### src/rtl/fifo_pack_drain.sv
// Drain stage for a show-ahead FIFO: packs RATIO narrow entries into one wide word
// and presents it on a registered valid/ready port; partial words leave on flush or idle timeout.
module fifo_pack_drain #(
   parameter int unsigned IN_WIDTH = 8,
   parameter int unsigned RATIO    = 4,
   parameter int unsigned TIMEOUT  = 16
) (
   input  logic                          clk,
   input  logic                          rst_n,
   input  logic                          clear,
   input  logic                          fifo_empty,
   input  logic [IN_WIDTH-1:0]           fifo_rdata,
   output logic                          fifo_ren,
   input  logic                          flush,
   output logic                          out_valid,
   input  logic                          out_ready,
   output logic [IN_WIDTH*RATIO-1:0]     out_data,
   output logic [RATIO-1:0]              out_keep,
   output logic [$clog2(RATIO+1)-1:0]    pack_cnt
);

   localparam int unsigned CW = $clog2(RATIO + 1);
   localparam int unsigned TW = (TIMEOUT > 0) ? $clog2(TIMEOUT + 1) : 1;
   localparam logic [CW-1:0] CNT_FULL = CW'(RATIO);
   localparam logic [CW-1:0] CNT_LAST = CW'(RATIO - 1);
   localparam logic [TW-1:0] IDLE_MAX = TW'(TIMEOUT);

   typedef enum logic [1:0] {
      ST_EMPTY,
      ST_FILL,
      ST_FULL
   } state_e;

   state_e                          state_q, state_d;
   logic [CW-1:0]                   cnt_q, cnt_d;
   logic                            flush_pend_q, flush_pend_d;
   logic [TW-1:0]                   idle_q, idle_d;
   logic [RATIO-1:0][IN_WIDTH-1:0]  pack_q, pack_d;
   logic [RATIO-1:0][IN_WIDTH-1:0]  word_q, word_d;
   logic [RATIO-1:0]                keep_q, keep_d;
   logic                            valid_q, valid_d;

   logic out_free;
   logic tmo_fire;
   logic drain_req;
   logic pop;

   always_comb begin
      out_free  = !valid_q || out_ready;
      tmo_fire  = (TIMEOUT != 0) && (idle_q == IDLE_MAX) && (cnt_q != '0);
      drain_req = flush_pend_q || tmo_fire;
      pop       = rst_n && !clear && !fifo_empty && (state_q != ST_FULL) && !drain_req;
   end

   assign fifo_ren = pop;

   always_comb begin
      state_d      = state_q;
      cnt_d        = cnt_q;
      flush_pend_d = flush_pend_q;
      idle_d       = idle_q;
      pack_d       = pack_q;
      word_d       = word_q;
      keep_d       = keep_q;
      valid_d      = valid_q && !out_ready;

      if (clear) begin
         cnt_d        = '0;
         flush_pend_d = 1'b0;
         idle_d       = '0;
         pack_d       = '0;
         word_d       = '0;
         keep_d       = '0;
         valid_d      = 1'b0;
      end else begin
         case (state_q)
            ST_EMPTY, ST_FILL: begin
               if (pop) begin
                  for (int unsigned i = 0; i < RATIO; i++) begin
                     if (cnt_q == CW'(i)) pack_d[i] = fifo_rdata;
                  end
                  // Completing lane goes straight to the output when it is free.
                  if ((cnt_q == CNT_LAST) && out_free) begin
                     word_d  = pack_d;
                     keep_d  = '1;
                     valid_d = 1'b1;
                     cnt_d   = '0;
                  end else begin
                     cnt_d = cnt_q + CW'(1);
                  end
               end else if (drain_req && out_free) begin
                  for (int unsigned i = 0; i < RATIO; i++) begin
                     if (CW'(i) < cnt_q) begin
                        word_d[i] = pack_q[i];
                        keep_d[i] = 1'b1;
                     end else begin
                        word_d[i] = '0;
                        keep_d[i] = 1'b0;
                     end
                  end
                  valid_d = 1'b1;
                  cnt_d   = '0;
               end
            end
            ST_FULL: begin
               if (out_free) begin
                  word_d  = pack_q;
                  keep_d  = '1;
                  valid_d = 1'b1;
                  cnt_d   = '0;
               end
            end
            default: cnt_d = '0;
         endcase

         // A pending flush dies with the word it was waiting for.
         flush_pend_d = (flush_pend_q || (flush && (cnt_q != '0))) && (cnt_d != '0);

         if (pop || (state_q != ST_FILL)) begin
            idle_d = '0;
         end else if (idle_q != IDLE_MAX) begin
            idle_d = idle_q + TW'(1);
         end
      end

      if (cnt_d == '0) begin
         state_d = ST_EMPTY;
      end else if (cnt_d == CNT_FULL) begin
         state_d = ST_FULL;
      end else begin
         state_d = ST_FILL;
      end
   end

   always_ff @(posedge clk or negedge rst_n) begin
      if (!rst_n) begin
         state_q      <= ST_EMPTY;
         cnt_q        <= '0;
         flush_pend_q <= 1'b0;
         idle_q       <= '0;
         pack_q       <= '0;
         word_q       <= '0;
         keep_q       <= '0;
         valid_q      <= 1'b0;
      end else begin
         state_q      <= state_d;
         cnt_q        <= cnt_d;
         flush_pend_q <= flush_pend_d;
         idle_q       <= idle_d;
         pack_q       <= pack_d;
         word_q       <= word_d;
         keep_q       <= keep_d;
         valid_q      <= valid_d;
      end
   end

   assign out_valid = valid_q;
   assign out_data  = word_q;
   assign out_keep  = keep_q;
   assign pack_cnt  = cnt_q;

endmodule

### config.mk
export PLATFORM = sky130hd
export DESIGN_NAME = fifo_pack_drain
export DESIGN_NICKNAME = d
export VERILOG_FILES = /design/src/rtl/fifo_pack_drain.sv
export SDC_FILE = /design/constraint.sdc
export NUM_CORES = 1
export LEC_CHECK = 0
export ABC_AREA = 1
export CAP_MARGIN = 10
export CORE_MARGIN = 2
export CORE_UTILIZATION = 40
export DETAILED_ROUTE_END_ITERATION = 7
export PLACE_DENSITY = 0.57
export SYNTH_ARGS = -nofsm -noshare
export SYNTH_HDL_FRONTEND = slang
export SYNTH_SLANG_ARGS = --single-unit
### constraint.sdc
create_clock -name clk -period 2.2 [get_ports clk]
set_input_delay 0.33 -clock clk [delete_from_list [all_inputs] [get_ports clk]]
set_output_delay 0.33 -clock clk [all_outputs]
set_load 0.02 [all_outputs]
==> impl_metrics.tcl, run 1 <==
set metrics [dict create \
    final_common_cell "nand2_1" \
    coreArea_mm2 0.00982 \
    dieArea_mm2 0.0110 \
    synth_top_cell_area_share_pct 49.4 \
    root_buffer "clkbuf_8" \
    cp_data_required_time_ps 2450 \
    dr.pass1.iters 5 \
    clock.fmax_ghz 0.482 \
    grt_max_degree 41 \
    pwr-share-seq_pct 45.1 \
    fin_skew_ps 12.6 \
    pwr-share-comb_pct 16.7 \
    port_buffers 54 \
    synth_top_family_by_area "compound AO/OA/AOI/OAI gates" \
    status "finished, final reports clean" \
    clkPwrFrac_pct 38.2 \
    rsz0062_at_grt "false" \
    ios 55 \
    drc 0 \
    antenna_found_initial 0 \
    tightest_slew_ps 570 \
    drive_above_1_share_pct 9.62 \
    slew_viol_final 0 \
    synth_fp_nets 500 \
    p_sw_uw 928 \
    path_max_fanout 11 \
    met3_usage_pct 4.55 \
    synthAdderAreaFrac_pct 1.54 \
    arrival_ps 2320 \
    grt_usage_pct 19.6 \
    finalHoldViolations 0 \
    grt-busiest-layer "met2" \
    wl_per_cell_um 15.4 \
    gr-usage-met1_pct 27.8 \
    maxCapViolCount 0 \
    sw_frac_of_total_pct 27.4 \
    wl_mm 10.5 \
    hp-class "reg2reg" \
    whs_ps 494 \
    power_density_mw_per_mm2 662 \
    start_util_pct 41.3 \
    grt_use_met2_pct 30.1 \
    worstSkewPairLatency_ps 360 \
    yosysWarnings 0 \
    setup_viol_count_final 0 \
    setup.worst_path.class "in2reg" \
    place_hpwl_mm 7.33 \
    grt_pass1_wl_mm 17.0 \
    ys_seq_area_share_pct 49.4 \
    cts_tree "built" \
    placed_area_mm2 0.00486 \
    grt-ovfl-total 0 \
    synth_simple_gate_area_share_pct 17.3 \
    rows 36 \
    yosys.area_share.xor_xnor_pct 0.864 \
    fin_crit_sh_pct 94.2 \
    first_iter_violations 270 \
    synth_mux_area_share_pct 0 \
    dr_total_vias 3561 \
    synthCells 481 \
    first_global_vias 3301 \
    internal_power_uw 2460 \
    die_h_um 105 \
    fin_nets 566 \
    syn_area_mm2 0.00405 \
    ys_ff_latch 80 \
    antenna_left 0 \
    synth-compound-area-share_pct 22.0 \
    fin_util_pct 52.2 \
    yosys-top-cells-area "dfrtp_1, nand2_1, o211ai_1" \
    power_leakage_uw 0.00228 \
    numCtsBuffers 9 \
    post-route-min-period_ps 2070 \
    antennaDiodeCount 0 \
    mostFrequentLayoutCells "nand2_1, dfrtp_1, clkdlybuf4s50_1, inv_1, o21ai_0" \
    cts.sinks 80 \
    area_growth_syn_to_layout_pct 26.4 \
    clkTransAtPathRegs_ps 80 \
    start_kind "primary input" \
    post_cts_buffers 0 \
    slew-limit-headroom_pct 61.9 \
    vias_per_cell 5.21 \
    cp-end-kind "flop" \
    finalInstanceArea_mm2 0.00512 \
    fp.dieW_um 105 \
    synth_area_leader_cell "dfrtp_1" \
    vdd_drop_max_v 0.000322 \
    avgSynthCellArea_um2 8.43 \
    cts_max_path_buffers 2 \
    total_power_uw 3390 \
    cts_max_level 3 \
    synthDistinctLibCells 26 \
    place.gp.congestion 0.874 \
]
-- repair_timing --
action                     CTS  global route
hold endpoints to repair    10             0
gates cloned                 0             1
resized for setup            2             5
pin swaps                    0             1
setup endpoints to repair    1            38
hold buffers                 1             0
-- stage by stage --
stage                     setup slack (ps)  instances  TNS, ps
after floorplan                        330        481        0
after global placement               -1.12        667    -1.12
final                                  127        684        0
after global routing                  3.45        684        0
after CTS                             25.1        683        0
after detailed placement              40.3        667        0
-- flip-flops by register name, summed over array words and instances (netlist names) --
signal / cells
out_data: 32
pack_q: 32
idle_q: 5
out_keep: 4
pack_cnt: 3
state_q: 2
flush_pend_q: 1
out_valid: 1
-- power by group through the flow --
| stage | sequential (µW) | combinational (µW) | clock [µW] |
|---|---|---|---|
| 2_1_floorplan | 1590 | 279 | 0 |
| 3_3_place_gp | 1560 | 558 | 0 |
| 3_5_place_dp | 1560 | 560 | 0 |
| 4_1_cts | 1530 | 564 | 1330 |
| 5_1_grt | 1540 | 621 | 1390 |
| 6_report | 1530 | 566 | 1300 |
-- worst max-delay path: stages --
cell and delay (ps):
dlygate4sd3_1 530, buf_4 150, buf_4 200, nand3_1 130
nor2_2 170, nand3_2 160, nand2_1 270, o21ai_0 190
nand2_1 120, o21ai_1 60
-- synth_stat cells (all sizes together) --
| cell | instances |
|---|---|
| nand2 | 135 |
| dfrtp | 80 |
| o21ai | 76 |
| inv | 53 |
| o211ai | 32 |
| o22ai | 32 |
| nor2 | 16 |
| buf | 14 |
| nand3 | 12 |
| clkbuf | 11 |
| a21oi | 6 |
| ha | 5 |
| xor2 | 4 |
| nand4 | 2 |
| a211oi | 1 |
| a31oi | 1 |
| nor3 | 1 |
-- routing by layer --
layer | wire length, µm | up-vias
met2 | 4950 | 113
met4 | 165 | 0
li1 | - | 1753
met1 | 4850 | 1680
met3 | 569 | 15
met5 | 0 | -
-- worst paths after layout --
kind | slack, ps | cells past startpoint | from | end
worst max-delay path | 130 | 10 | rst_n | out_data[2]
worst min-delay path | 490 | 2 | out_data[11] | out_data[11]
worst max register to register | 210 | 13 | idle_q[0] | out_data[31]
worst min register to register | 490 | 2 | out_data[11] | out_data[11]
max in group asynchronous | 710 | 4 | rst_n | pack_q[4]
min in group asynchronous | 510 | 3 | rst_n | out_data[12]
-- cell type report --
class / instances / area (µm²)
clock buffer: 10 / 128
fill: 984 / 4700
inverter: 53 / 199
timing repair buffer: 79 / 823
multi-input combinational: 324 / 1700
sequential: 80 / 2000
clock inverter: 5 / 106
tap: 133 / 166
-- logic make-up (layout without fill, tap and decap cells) --
family | count (synthesis) | after routing
AO/OA/AOI/OAI | 148 | 148
XOR/XNOR | 4 | 4
adder cells (fa/ha/maj) | 5 | 5
buffers and inverters | 78 | 147
flip-flops | 80 | 80
AND/OR/NAND/NOR | 166 | 167
Note: power is estimated with default switching activity, not from simulation.
==> run 2: changes to the inputs <==
--- a/config.mk
+++ b/config.mk
@@ -6,7 +6,7 @@
 export NUM_CORES = 1
 export LEC_CHECK = 0
 export ABC_AREA = 1
-export CAP_MARGIN = 10
+export CAP_MARGIN = 20
 export CORE_MARGIN = 2
 export CORE_UTILIZATION = 40
 export DETAILED_ROUTE_END_ITERATION = 7
==> results of run 2 <==
No change in the layout: final DEF, timing and power equal those of run 1.
==> run 3: changes to the inputs <==
--- a/config.mk
+++ b/config.mk
@@ -11,6 +11,7 @@
 export CORE_UTILIZATION = 40
 export DETAILED_ROUTE_END_ITERATION = 7
 export PLACE_DENSITY = 0.57
+export SETUP_SLACK_MARGIN = 0.2
 export SYNTH_ARGS = -nofsm -noshare
 export SYNTH_HDL_FRONTEND = slang
 export SYNTH_SLANG_ARGS = --single-unit
==> run 3 against run 2 <==
Flip-flop and latch count unchanged; setup slack gained 79 ps; largest power group unchanged; final cell count rose by 2.3%; critical path type is now reg2out; wire length up 10%; critical endpoint is now fifo_ren; clock skew grew 0.59 ps; global-route usage hardly changed; fmax rose by 4.0%.
==> impl_metrics.tcl, run 3 (synthesis results as in run 1) <==
set metrics [dict create \
    status "finished, final reports clean" \
    path_max_fanout 6 \
    first_iter_violations 201 \
    cts_max_path_buffers 2 \
    drive_above_1_share_pct 15.7 \
    start_util_pct 41.3 \
    vdd_drop_max_v 0.000327 \
    fin_cells 700 \
    dr.pass1.iters 4 \
    wl_per_cell_um 16.6 \
    drc 0 \
    clkTransAtPathRegs_ps 80 \
    dr_total_vias 3731 \
    antenna_found_initial 0 \
    clock.fmax_ghz 0.501 \
    vias_per_cell 5.33 \
    fin_tns_setup_ps 0 \
    dieArea_mm2 0.0110 \
    coreArea_mm2 0.00982 \
    post-route-min-period_ps 1990 \
    antenna_left 0 \
    fin_skew_ps 13.2 \
    finalHoldViolations 0 \
    grt-ovfl-total 0 \
    die_h_um 105 \
    cp-end-kind "output port" \
    fp.dieW_um 105 \
    cts.sinks 80 \
    maxCapViolCount 0 \
    fin_util_pct 56.0 \
    n_fill_cell 955 \
    worstSkewPairLatency_ps 360 \
    rsz0062_at_grt "true" \
    first_global_vias 3317 \
    slew-limit-headroom_pct 64.8 \
    antennaDiodeCount 0 \
    fin_nets 582 \
    cp_data_required_time_ps 1870 \
    setup_viol_count_final 0 \
    cts_tree "built" \
    ios 55 \
    start_kind "flop" \
    rows 36 \
    port_buffers 54 \
    slew_viol_final 0 \
    fin_crit_sh_pct 90.7 \
    reg2reg_to "out_data[31]" \
    reg2reg_slack_ps 220 \
    setup.worst_path.class "reg2out" \
    cts_max_level 3 \
    hp-class "in2async" \
    wl_mm 11.6 \
    grt_pass1_wl_mm 17.1 \
    grt_max_degree 41 \
    final_common_cell "nand2_1" \
    arrival_ps 1660 \
    power_leakage_uw 0.00244 \
    numCtsBuffers 9 \
    grt_usage_pct 19.7 \
    power_density_mw_per_mm2 644 \
    place.gp.congestion 0.874 \
    placed_cells 667 \
    reg2reg_depth 12 \
    area_growth_syn_to_layout_pct 35.6 \
    reg2reg_from "idle_q[1]" \
    root_buffer "clkbuf_8" \
    tightest_slew_ps 527 \
    place_hpwl_mm 7.33 \
    mostFrequentLayoutCells "nand2_1, dfrtp_1, clkdlybuf4s50_1, inv_1, o21ai_1" \
]
run 3: layer usage:
| layer | global-route usage (%) | wire length [µm] | up-vias |
|---|---|---|---|
| li1 | - | - | 1787 |
| met1 | 27.5 | 5250 | 1798 |
| met2 | 30.5 | 5430 | 120 |
| met3 | 4.62 | 604 | 26 |
| met4 | 5.81 | 317 | 0 |
| met5 | 0 | 0 | - |
run 3: worst max-delay path, cell delays in order (launching register included):
cell and delay [ps]:
dfrtp_1 390, inv_1 60, ha_2 170, nand2_2 70, inv_2 50, nand3_4 90, nand2_4 80, nor2_4 230
buf_6 170
run 3: what timing repair did:
action                     CTS  global route
setup endpoints to repair   77            42
resized for setup            9            46
pin swaps                    0             4
hold endpoints to repair    10             0
gates cloned                 0            10
setup buffers                1             6
hold buffers                 1             0
run 3: final cells by class:
type,count,area (µm²),area share [%]
Inverter,53,199,3.62
Timing Repair Buffer,95,1100,20.0
Sequential cell,80,2000,36.4
Tap cell,133,166,3.03
Multi-Input combinational cell,324,1800,32.7
Clock buffer,10,128,2.32
Clock inverter,5,106,1.94
run 3: stage by stage:
stage	total power (µW)	instance area (µm²)	setup WS (ps)	hold WS [ps]
floorplan	1870	4050	330	34.4
global placement	2120	4860	-1.12	336
detailed placement	2120	4860	40.3	333
CTS	3430	5120	220	80.6
global route	3680	5500	92.9	82.4
finish	3540	5500	206	76.8
run 3: worst max-delay path by stage:
stage | from | end | slack [ps] | cells after the start
2_1_floorplan | pack_cnt[0] | pack_q[0] | 330 | 11
3_3_place_gp | clear | out_data[2] | -1 | 10
3_5_place_dp | fifo_empty | out_data[8] | 40 | 10
4_1_cts | pack_cnt[1] | fifo_ren | 220 | 7
5_1_grt | idle_q[1] | out_data[28] | 90 | 13
6_report | idle_q[1] | fifo_ren | 210 | 8
run 3: power breakdown:
group	total, µW	switching [µW]	internal [µW]
registers	1530	21.2	1510
logic	701	414	287
clock network	1310	558	750
